`config.mk`:
```
export PLATFORM = sky130hd
export DESIGN_NAME = udma_hyper_phy_trans
export DESIGN_NICKNAME = d
export VERILOG_FILES = /design/src/rtl/udma_hyper_phy_trans.sv
export SDC_FILE = /design/constraint.sdc
export NUM_CORES = 1
export LEC_CHECK = 0
export CAP_MARGIN = 20
export CORE_MARGIN = 2
export CORE_UTILIZATION = 42
export CTS_BUF_LIST = sky130_fd_sc_hd__clkbuf_2 sky130_fd_sc_hd__clkbuf_4 sky130_fd_sc_hd__clkbuf_8
export CTS_CLUSTER_DIAMETER = 120
export DETAILED_ROUTE_END_ITERATION = 8
export SYNTH_ARGS = -nofsm -noshare
export SYNTH_HDL_FRONTEND = slang
export SYNTH_SLANG_ARGS = --single-unit
```
`constraint.sdc`:
```
create_clock -name phy_clk_i -period 3.9 [get_ports phy_clk_i]
set_clock_uncertainty 0.05 [all_clocks]
set_input_delay 0.975 -clock phy_clk_i [delete_from_list [all_inputs] [get_ports phy_clk_i]]
set_output_delay 0.975 -clock phy_clk_i [all_outputs]
set_load 0.03 [all_outputs]
```
`src/rtl/udma_hyper_phy_trans.sv`:
```
// Phy-domain HyperBus transaction sequencer: takes one toggle-handshaked request
// from the sys domain, walks it through CS/command/latency/data/recovery phases.
module udma_hyper_phy_trans #(
    parameter int unsigned LEN_W     = 16,
    parameter int unsigned LAT_W     = 4,
    parameter int unsigned RECOV_CYC = 2
) (
    input  logic             phy_clk_i,
    input  logic             rst_ni,
    input  logic             req_tgl_i,
    input  logic             req_proc_id_i,
    input  logic [LEN_W-1:0] req_len_i,
    input  logic [LAT_W-1:0] req_lat_i,
    output logic             ack_tgl_o,
    output logic             cs_no,
    output logic             ca_valid_o,
    input  logic             ca_ready_i,
    input  logic             data_valid_i,
    output logic             running_trans_o,
    output logic             proc_id_o,
    output logic             trans_done_o
);

    localparam int unsigned       RC_W       = $clog2(RECOV_CYC + 1);
    localparam logic [RC_W-1:0]   RECOV_LOAD = RC_W'(RECOV_CYC);

    typedef enum logic [2:0] {
        ST_IDLE,
        ST_CMD,
        ST_LAT,
        ST_DATA,
        ST_RECOV
    } state_e;

    state_e           state_q, state_d;
    logic             sync1_q, sync2_q;
    logic             seen_q, seen_d;
    logic [LEN_W-1:0] len_q, len_d;
    logic [LAT_W-1:0] lat_q, lat_d;
    logic [LAT_W-1:0] lat_cnt_q, lat_cnt_d;
    logic [LEN_W-1:0] word_cnt_q, word_cnt_d;
    logic [RC_W-1:0]  recov_cnt_q, recov_cnt_d;
    logic             cs_n_q, cs_n_d;
    logic             running_q, running_d;
    logic             proc_id_q, proc_id_d;
    logic             ack_q, ack_d;
    logic             done_q, done_d;

    always_ff @(posedge phy_clk_i or negedge rst_ni) begin
        if (!rst_ni) begin
            state_q     <= ST_IDLE;
            sync1_q     <= 1'b0;
            sync2_q     <= 1'b0;
            seen_q      <= 1'b0;
            len_q       <= '0;
            lat_q       <= '0;
            lat_cnt_q   <= '0;
            word_cnt_q  <= '0;
            recov_cnt_q <= '0;
            cs_n_q      <= 1'b1;
            running_q   <= 1'b0;
            proc_id_q   <= 1'b0;
            ack_q       <= 1'b0;
            done_q      <= 1'b0;
        end else begin
            state_q     <= state_d;
            sync1_q     <= req_tgl_i;
            sync2_q     <= sync1_q;
            seen_q      <= seen_d;
            len_q       <= len_d;
            lat_q       <= lat_d;
            lat_cnt_q   <= lat_cnt_d;
            word_cnt_q  <= word_cnt_d;
            recov_cnt_q <= recov_cnt_d;
            cs_n_q      <= cs_n_d;
            running_q   <= running_d;
            proc_id_q   <= proc_id_d;
            ack_q       <= ack_d;
            done_q      <= done_d;
        end
    end

    always_comb begin
        state_d     = state_q;
        seen_d      = seen_q;
        len_d       = len_q;
        lat_d       = lat_q;
        lat_cnt_d   = lat_cnt_q;
        word_cnt_d  = word_cnt_q;
        recov_cnt_d = recov_cnt_q;
        cs_n_d      = cs_n_q;
        running_d   = running_q;
        proc_id_d   = proc_id_q;
        ack_d       = ack_q;
        done_d      = 1'b0;

        unique case (state_q)
            ST_IDLE: begin
                // A toggle edge not yet consumed means a new request is waiting.
                if (sync2_q != seen_q) begin
                    seen_d    = sync2_q;
                    len_d     = req_len_i;
                    lat_d     = req_lat_i;
                    running_d = 1'b1;
                    proc_id_d = req_proc_id_i;
                    if (req_len_i == '0) begin
                        recov_cnt_d = RECOV_LOAD;
                        state_d     = ST_RECOV;
                    end else begin
                        cs_n_d  = 1'b0;
                        state_d = ST_CMD;
                    end
                end
            end
            ST_CMD: begin
                if (ca_ready_i) begin
                    if (lat_q == '0) begin
                        word_cnt_d = len_q;
                        state_d    = ST_DATA;
                    end else begin
                        lat_cnt_d = lat_q;
                        state_d   = ST_LAT;
                    end
                end
            end
            ST_LAT: begin
                lat_cnt_d = lat_cnt_q - LAT_W'(1);
                if (lat_cnt_q == LAT_W'(1)) begin
                    word_cnt_d = len_q;
                    state_d    = ST_DATA;
                end
            end
            ST_DATA: begin
                if (data_valid_i) begin
                    word_cnt_d = word_cnt_q - LEN_W'(1);
                    if (word_cnt_q == LEN_W'(1)) begin
                        cs_n_d      = 1'b1;
                        recov_cnt_d = RECOV_LOAD;
                        state_d     = ST_RECOV;
                    end
                end
            end
            ST_RECOV: begin
                recov_cnt_d = recov_cnt_q - RC_W'(1);
                if (recov_cnt_q == RC_W'(1)) begin
                    running_d = 1'b0;
                    ack_d     = ~ack_q;
                    done_d    = 1'b1;
                    state_d   = ST_IDLE;
                end
            end
            default: state_d = ST_IDLE;
        endcase
    end

    assign ca_valid_o      = (state_q == ST_CMD);
    assign cs_no           = cs_n_q;
    assign running_trans_o = running_q;
    assign proc_id_o       = proc_id_q;
    assign ack_tgl_o       = ack_q;
    assign trans_done_o    = done_q;

endmodule

```
==> flow_metrics.py, run 1 <==
metrics = {
    "min_path": {
        "worstHoldPathType": "flip-flop to flip-flop",
        "whs_path_depth": 0,
        "worst_hold_path.endpoint": "sync2_q",
        "min_from": "sync1_q",
    },
    "setup_path": {
        "crit_type": "flip-flop to primary output",
        "required_ns": 2.87,
        "endpoint_kind": "primary output",
        "r2r_end": "word_cnt_q[12]",
        "r2r_slack_ns": 1.57,
        "critPathMaxFanout": 12,
        "start_kind": "flip-flop",
        "r2r_cells": 5,
        "r2r-start": "lat_q[0]",
        "arrival_ns": 1.92,
    },
    "timing": {
        "rsz0062_at_grt": "false",
        "final-setup-viol-count": 0,
        "relSlewSlack": 0.4268,
        "tightest_slew_ns": 0.8578,
        "fmax_ghz": 0.3395,
        "finalHoldViolCount": 0,
        "timing.final.crit_share": 0.7552,
        "report.final.slew_viol_count": 0,
        "finalSetupTns_ns": 0,
        "period_needed_ns": 2.945,
    },
    "logic_synthesis": {
        "async_flop_share": 1.000,
        "yosysWarnings": 0,
        "synth_edf_count": 0,
        "synth_area_leaders": "dfrtp_1, mux2_2, a21oi_1",
        "synth_area_per_cell_um2": 9.814,
        "synth_area_um2": 2699,
        "synth_area_leader_cell": "dfrtp_1",
        "synthFlopType": "dfrtp_1",
        "yosysUniqueCellTypes": 48,
        "netlist_instances": 275,
        "ys_ff_latch": 53,
        "ys_seq_area_frac": 0.4919,
        "synth_top_area_frac": 0.4822,
        "synth_nets": 306,
    },
    "floorplan": {
        "row_count": 29,
        "fp.dieArea_um2": 7083,
        "pin_count": 32,
        "die_h_um": 84.16,
        "core_um2": 6277,
        "die_w_um": 84.16,
        "initial_core_util": 0.4299,
    },
    "finish": {
        "diodes": 0,
        "fillCellCount": 591,
        "syn_to_final_growth_pct": 15.67,
        "mostFrequentLayoutCells": "dfrtp_1, nand2_1, clkdlybuf4s50_1",
        "drive_gt1_frac": 0.1155,
        "stdcell_area_um2": 3122,
        "nets": 333,
        "final_common_cell": "dfrtp_1",
    },
    "cts": {
        "post_cts_resized": 0,
        "cts.path.max_buffers": 2,
        "postCtsSetupRepairBufs": 0,
        "clk_pin_slew_ns": 0.11,
        "h-tree-depth": 2,
        "clk_latency_ns": 0.31,
        "cts_tree": "yes",
        "ctsHoldBuffers": 0,
        "clockRootBuffer": "clkbuf_8",
        "cts_buffers": 5,
        "cts.sinks": 53,
    },
    "power_and_ir_drop": {
        "p_leak_nw": 1.267,
        "ir_drop_v": 0.0003912,
        "power_density_nw_per_um2": 823.9,
    },
    "detailed_routing": {
        "wl_um": 5707,
        "wl_per_cell_um": 15.02,
        "dr.pass1.iters": 4,
        "ant_nets": 0,
        "drtIter0Drc": 149,
        "drt-vias-per-instance": 5.513,
        "drc": 0,
        "via_count": 2095,
    },
    "flow_run": {
        "cap_viol_max_count": 0,
    },
    "global_routing": {
        "grt_usage": 0.1709,
        "antenna_found_initial": 0,
        "grt-ovfl-total": 0,
        "grt_pass1_wl_um": 9784,
        "grt_pass1_vias": 1952,
        "grt_start_max_net_pins": 38,
    },
    "placed_design": {
        "placed_cell_area_um2": 3028,
        "place_congestion": 0.7786,
        "dp_hpwl_um": 4145,
        "portBuffers": 31,
    },
    "outcome": {
        "outcome": "completed",
    },
}
[worst max-delay path: stages, from the launching register on]
cell and delay, ns:
dfrtp_1 0.52, nand2b_1 0.25, nor2_1 0.15, clkdlybuf4s50_1 0.70
[where the power goes]
group          internal (mW)  total, mW  switching [mW]
clock                  0.131      0.326           0.195
combinational          0.543       1.19           0.649
sequential             0.809       1.05           0.244
total                   1.48       2.57            1.09
[Yosys cell counts, types with 5 or more instances]
cell      number
clkbuf_1       5
dfrtp_1       52
a21oi_1       26
o21a_1         5
nor2_1        20
ha_1           5
mux2_2        18
nor4_1        10
inv_1         12
o21ai_0       18
nand3_1        7
nand2_1       30
nor3_1         8
[cell families (layout without fill, tap and decap cells)]
kind of cell	Yosys count	count (layout)	share of synthesized area
xor gates and xnor gates	2	2	0.006492
buffers and inverters	25	53	0.04914
muxes	20	20	0.08252
AOI/OAI and AO/OA	78	78	0.1799
adders and majority gates	5	5	0.02318
DFF	53	53	0.4919
and+or+nand+nor	92	92	0.1669
[metal layers]
metal	track usage	share of wire
met1	0.2686	0.53
met5	0	0
met2	0.2410	0.43
met4	0.04839	0.0056
met3	0.03048	0.030
[flip-flops by register name (all words and copies together) (netlist names)]
name	cells
lat_cnt_q	4
trans_done_o	1
sync1_q	1
running_trans_o	1
lat_q	4
len_q	16
sync2_q	1
state_q	3
recov_cnt_q	2
seen_q	1
word_cnt_q	16
proc_id_o	1
cs_no	1
ack_tgl_o	1
[stage by stage]
| stage | power (mW) | hold WS, ns | instances | setup slack (ns) | utilization |
|---|---|---|---|---|---|
| floorplan | 2.012 | 0.2812 | 275 | 1.752 | - |
| global placement | 2.240 | 0.2837 | 372 | 0.9480 | 0.4824 |
| detailed placement | 2.262 | 0.2847 | 372 | 0.9128 | 0.4824 |
| CTS | 2.595 | 0.3102 | 380 | 0.9570 | 0.4973 |
| global route | 2.815 | 0.3352 | 380 | 0.8008 | 0.4973 |
| finish | 2.572 | 0.3087 | 380 | 0.9548 | 0.4973 |
[final cells by class]
cell class                 count  area [um2]  share of cell area
sequential                    53        1328              0.4253
inverter                      12       45.04             0.01443
tap                           77       96.34             0.03086
multi-input combinational    197        1239              0.3968
timing repair buffer          33       320.3              0.1026
clock inverter                 3       25.02            0.008016
clock buffer                   5       68.82             0.02204
[how the worst max path moves through the flow]
stage               depth (start not counted)  slack [ns]        endpoint         start
floorplan                                   6        1.75  word_cnt_q[12]  data_valid_i
global placement                            6        0.95  word_cnt_q[12]  data_valid_i
detailed placement                          6        0.91  word_cnt_q[12]  data_valid_i
CTS                                         3        0.96      ca_valid_o    state_q[2]
global route                                3        0.80      ca_valid_o    state_q[2]
finish                                      3        0.95      ca_valid_o    state_q[2]
Power figures use the tool's default switching activity.
==> run 2, diff against run 1 <==
--- a/config.mk
+++ b/config.mk
@@ -11,6 +11,7 @@
 export CTS_BUF_LIST = sky130_fd_sc_hd__clkbuf_2 sky130_fd_sc_hd__clkbuf_4 sky130_fd_sc_hd__clkbuf_8
 export CTS_CLUSTER_DIAMETER = 120
 export DETAILED_ROUTE_END_ITERATION = 8
+export PLACE_DENSITY = 0.65
 export SYNTH_ARGS = -nofsm -noshare
 export SYNTH_HDL_FRONTEND = slang
 export SYNTH_SLANG_ARGS = --single-unit
==> constraint.sdc (replaced) <==
create_clock -name phy_clk_i -period 2.6 [get_ports phy_clk_i]
set_clock_uncertainty 0.05 [all_clocks]
set_input_delay 0.65 -clock phy_clk_i [delete_from_list [all_inputs] [get_ports phy_clk_i]]
set_output_delay 0.65 -clock phy_clk_i [all_outputs]
set_load 0.03 [all_outputs]
==> run 2 against run 1 <==
Total power grew 54%. Critical endpoint is now word_cnt_q[12]. Routed wire length grew 5.0%. Sequential share of layout area shrank 0.70 points. Final cell count grew 1.8%. Global-route usage grew 0.84 points. Utilization grew 0.84 points. Critical path type is now flip-flop to flip-flop.
==> flow_metrics.py, run 2 (synthesis results as in run 1) <==
metrics = {
    "floorplan": {
        "pin_count": 32,
        "initial_core_util": 0.4299,
        "core_um2": 6277,
        "row_count": 29,
        "die_h_um": 84.16,
        "die_w_um": 84.16,
        "fp.dieArea_um2": 7083,
    },
    "timing": {
        "relSlewSlack": 0.5199,
        "finalSetupTns_ns": 0,
        "rsz0062_at_grt": "false",
        "hold_slack_ns": 0.2770,
        "fmax_ghz": 0.4506,
        "timing.final.crit_share": 0.8535,
        "fin_ws_ns": 0.3810,
        "final-setup-viol-count": 0,
        "finalHoldViolCount": 0,
        "period_needed_ns": 2.219,
        "report.final.slew_viol_count": 0,
        "tightest_slew_ns": 0.7146,
    },
    "power_and_ir_drop": {
        "pwr-share-comb": 0.483,
        "pwr-share-clk": 0.121,
        "swShare": 0.4144,
        "power_density_nw_per_um2": 1244,
        "internal-power_mw": 2.313,
        "ir_drop_v": 0.0005517,
        "power.switching_mw": 1.637,
        "power_mw": 3.950,
        "p_leak_nw": 1.321,
        "p_seq_frac": 0.396,
    },
    "cts": {
        "h-tree-depth": 2,
        "cts_tree": "yes",
        "postCtsSetupRepairBufs": 0,
        "clockRootBuffer": "clkbuf_8",
        "post_cts_resized": 0,
        "cts_buffers": 5,
        "clk_latency_ns": 0.31,
        "cts.sinks": 53,
        "cts.path.max_buffers": 2,
        "clk_pin_slew_ns": 0.09,
        "ctsHoldBuffers": 0,
    },
    "finish": {
        "fillCellCount": 606,
        "final_cells": 387,
        "syn_to_final_growth_pct": 17.62,
        "drive_gt1_frac": 0.1355,
        "nets": 340,
        "diodes": 0,
        "mostFrequentLayoutCells": "dfrtp_1, nand2_1, clkdlybuf4s50_1",
        "final_common_cell": "dfrtp_1",
        "largest_registers": "len_q: 16 flops, word_cnt_q: 16 flops",
        "stdcell_area_um2": 3174,
        "fin_util": 0.5057,
    },
    "setup_path": {
        "required_ns": 2.75,
        "endpoint_kind": "flip-flop",
        "crit_type": "flip-flop to flip-flop",
        "start_kind": "flip-flop",
        "arrival_ns": 2.37,
        "critPathMaxFanout": 7,
        "r2r_cells": 7,
    },
    "detailed_routing": {
        "drt-vias-per-instance": 5.731,
        "drc": 0,
        "wl_per_cell_um": 15.49,
        "via_count": 2218,
        "drtIter0Drc": 142,
        "dr.pass1.iters": 4,
        "wl_um": 5994,
        "ant_nets": 0,
    },
    "placed_design": {
        "dp_hpwl_um": 4357,
        "portBuffers": 31,
        "dp_slack_ns": 0.1596,
        "place_congestion": 0.8158,
        "dp.cells": 379,
        "placed_cell_area_um2": 3080,
    },
    "global_routing": {
        "grt-ovfl-total": 0,
        "antenna_found_initial": 0,
        "grt_pass1_vias": 2191,
        "grt_usage": 0.1793,
        "grt_pass1_wl_um": 10200,
        "grt_start_max_net_pins": 30,
    },
    "min_path": {
        "worstHoldPathType": "input pin to asynchronous set/reset pin",
    },
    "outcome": {
        "outcome": "completed",
    },
    "flow_run": {
        "cap_viol_max_count": 0,
    },
}
run 2: changes by cell type in the layout (fill, tap and decap cells not counted):
cell / previous run / this run
dlymetal6s2s_1: 0 / 1
clkinvlp_4: 1 / 0
clkdlybuf4s50_1: 30 / 29
buf_4: 2 / 9
clkbuf_4: 0 / 3
inv_6: 2 / 0
run 2: worst max-delay path: stages, from the launching register on:
cell and delay (ns):
dfrtp_1 0.40, inv_1 0.13, ha_1 0.21, nor3b_1 0.32
nand2_1 0.27, nor3_1 0.37, o21ai_0 0.12, a22o_1 0.24
run 2: cell type report:
class | instances | area (um2) | share of cell area
flip-flops and latches | 53 | 1328 | 0.4182
clock buffers | 8 | 91.34 | 0.02877
inverters | 12 | 45.04 | 0.01419
well taps | 77 | 96.34 | 0.03035
multi-input cells | 197 | 1239 | 0.3902
repair buffers | 40 | 375.4 | 0.1183
run 2: metal layers:
metal | GRT usage | wire, um
met4 | 0.05865 | 70
met1 | 0.2519 | 2908
met3 | 0.03048 | 158
met5 | 0 | 0
met2 | 0.2843 | 2856
run 2: power groups by stage:
stage	Clock (mW)	Combinational, mW	Sequential (mW)
2_1_floorplan	0	1.55	1.47
6_report	0.480	1.91	1.56
3_5_place_dp	0	1.91	1.57
3_3_place_gp	0	1.86	1.56
5_1_grt	0.527	2.15	1.62
4_1_cts	0.495	1.93	1.56
run 2: path summary, 6_finish.rpt:
kind	start	to	slack (ns)
max	word_cnt_q[0]	word_cnt_q[12]	0.38
min	rst_ni	len_q[0]	0.28
max reg2reg	word_cnt_q[0]	word_cnt_q[12]	0.38
min reg2reg	sync1_q	sync2_q	0.32
max in group asynchronous	rst_ni	cs_no	1.50
min in group phy_clk_i	sync1_q	sync2_q	0.32
==> run 3, diff against run 2 <==
--- a/config.mk
+++ b/config.mk
@@ -6,7 +6,6 @@
 export NUM_CORES = 1
 export LEC_CHECK = 0
 export CAP_MARGIN = 20
-export CORE_MARGIN = 2
 export CORE_UTILIZATION = 42
 export CTS_BUF_LIST = sky130_fd_sc_hd__clkbuf_2 sky130_fd_sc_hd__clkbuf_4 sky130_fd_sc_hd__clkbuf_8
 export CTS_CLUSTER_DIAMETER = 120
==> run 3 against run 2 <==
Sequential cell count stayed put. Sequential power hardly changed. Highest routed layer unchanged. Sequential share of layout area is 0.13 points lower. Via count is 1.5% lower. Hold slack worse by 0.018 ns. Total power is 0.11% higher. Clock-buffer cell count is 3 lower. Largest power group unchanged. Clock power is 1% higher. Final cell count is 1.0% lower.
==> flow_metrics.py, run 3 (synthesis results as in run 1) <==
metrics = {
    "power_and_ir_drop": {
        "p_leak_nw": 1.314,
        "power_density_nw_per_um2": 1242,
        "ir_drop_v": 0.0005479,
        "power_mw": 3.954,
    },
    "global_routing": {
        "antenna_found_initial": 0,
        "grt-ovfl-total": 0,
        "grt_pass1_wl_um": 10010,
        "grt_busiest_layer": "met1",
        "met2_usage": 0.2826,
        "use_met3": 0.02747,
        "grt_start_max_net_pins": 54,
        "grt_pass1_vias": 2054,
        "use_met1": 0.2989,
        "grt_usage": 0.1973,
    },
    "finish": {
        "stdcell_area_um2": 3184,
        "diodes": 0,
        "final_common_cell": "dfrtp_1",
        "syn_to_final_growth_pct": 17.99,
        "nets": 338,
        "fillCellCount": 550,
        "mostFrequentLayoutCells": "dfrtp_1, nand2_1, clkdlybuf4s50_1",
        "drive_gt1_frac": 0.1299,
        "largest_registers": "len_q: 16 flops, word_cnt_q: 16 flops",
    },
    "detailed_routing": {
        "wl_um": 5744,
        "wl_per_cell_um": 15.00,
        "via_count": 2184,
        "dr.pass1.iters": 4,
        "drc": 0,
        "drtIter0Drc": 175,
        "drt-vias-per-instance": 5.702,
        "ant_nets": 0,
    },
    "timing": {
        "period_needed_ns": 2.225,
        "finalSetupTns_ns": 0,
        "fin_ws_ns": 0.3749,
        "report.final.slew_viol_count": 0,
        "fmax_ghz": 0.4494,
        "rsz0062_at_grt": "false",
        "timing.final.crit_share": 0.8558,
        "finalHoldViolCount": 0,
        "final-setup-viol-count": 0,
        "tightest_slew_ns": 0.7246,
        "relSlewSlack": 0.5132,
    },
    "setup_path": {
        "cp-startpoint": "cs_no",
        "critPathMaxFanout": 2,
        "worst-path-stages": 1,
        "path_cells": "clkdlybuf4s50_1",
        "r2r-start": "word_cnt_q[0]",
        "slowest_stage": "clkdlybuf4s50_1",
        "worst-path-buf-inv": 1,
        "setup.worst_path.end": "cs_no",
        "required_ns": 1.90,
        "r2r_end": "word_cnt_q[12]",
        "r2r_cells": 7,
        "r2r_slack_ns": 0.41,
        "crit_type": "flip-flop to primary output",
        "start_kind": "flip-flop",
        "slowest_delay_ns": 0.66,
        "arrival_ns": 1.53,
        "path_delay_family": "buffers and inverters",
        "endpoint_kind": "primary output",
    },
    "cts": {
        "clockRootBuffer": "clkbuf_8",
        "clk_pin_slew_ns": 0.10,
        "clk_latency_ns": 0.31,
        "cts.path.max_buffers": 2,
        "h-tree-depth": 2,
        "cts_tree": "yes",
        "cts_buffers": 5,
        "cts.sinks": 53,
        "ctsHoldBuffers": 0,
    },
    "floorplan": {
        "pin_count": 32,
        "core_um2": 6061,
        "die_w_um": 82.16,
        "die_h_um": 82.16,
        "initial_core_util": 0.4453,
        "fp.dieArea_um2": 6750,
        "row_count": 28,
    },
    "placed_design": {
        "dp_hpwl_um": 4159,
        "placed_cell_area_um2": 3088,
        "dp_slack_ns": 0.08977,
        "place_congestion": 0.8125,
        "portBuffers": 31,
    },
    "min_path": {
        "worstHoldPathType": "input pin to asynchronous set/reset pin",
    },
    "flow_run": {
        "cap_viol_max_count": 0,
    },
    "outcome": {
        "outcome": "completed",
    },
}
-- run 3: what timing repair did --
item | in CTS | in global routing
gates resized for setup | 0 | 1
setup endpoints to repair | 0 | 1
endpoints found under the hold margin | 0 | 0
setup buffers | 0 | 0
-- run 3: final cells by class --
type / instances / area (um2) / share of cell area
clock buffer: 5 / 68.82 / 0.02161
clock inverter: 3 / 25.02 / 0.007859
inverter: 12 / 45.04 / 0.01415
multi-input combinational: 197 / 1239 / 0.3890
sequential: 53 / 1328 / 0.4169
tap: 75 / 93.84 / 0.02947
timing repair buffer: 38 / 385.4 / 0.1210
-- run 3: power breakdown --
part / leakage, nW / total [mW] / internal (mW) / switching (mW)
Clock: 0.0452 / 0.487 / 0.197 / 0.290
Combinational: 0.648 / 1.91 / 0.884 / 1.03
Sequential: 0.621 / 1.56 / 1.21 / 0.344
Total: 1.31 / 3.95 / 2.30 / 1.66
-- run 3: worst min path at each step --
stage | startpoint | endpoint | cells after the start
6_report | rst_ni | len_q[4] | 2
3_5_place_dp | sync1_q | sync2_q | 0
5_1_grt | rst_ni | word_cnt_q[12] | 2
3_3_place_gp | sync1_q | sync2_q | 0
4_1_cts | rst_ni | len_q[12] | 2
2_1_floorplan | sync1_q | sync2_q | 0
-- run 3: metrics by stage --
step / cells / utilization / hold WS [ns]
6_report: 383 / 0.5254 / 0.2593
3_5_place_dp: 375 / 0.5095 / 0.2847
3_3_place_gp: 375 / 0.5095 / 0.2866
2_1_floorplan: 275 / - / 0.2812
5_1_grt: 383 / 0.5254 / 0.2825
4_1_cts: 383 / 0.5250 / 0.2707
-- run 3: per-layer routing --
metal	wire, um	vias to the layer above
met1	2906	1057
met3	207	9
met2	2515	51
met5	0	-
li1	-	1067
met4	114	0
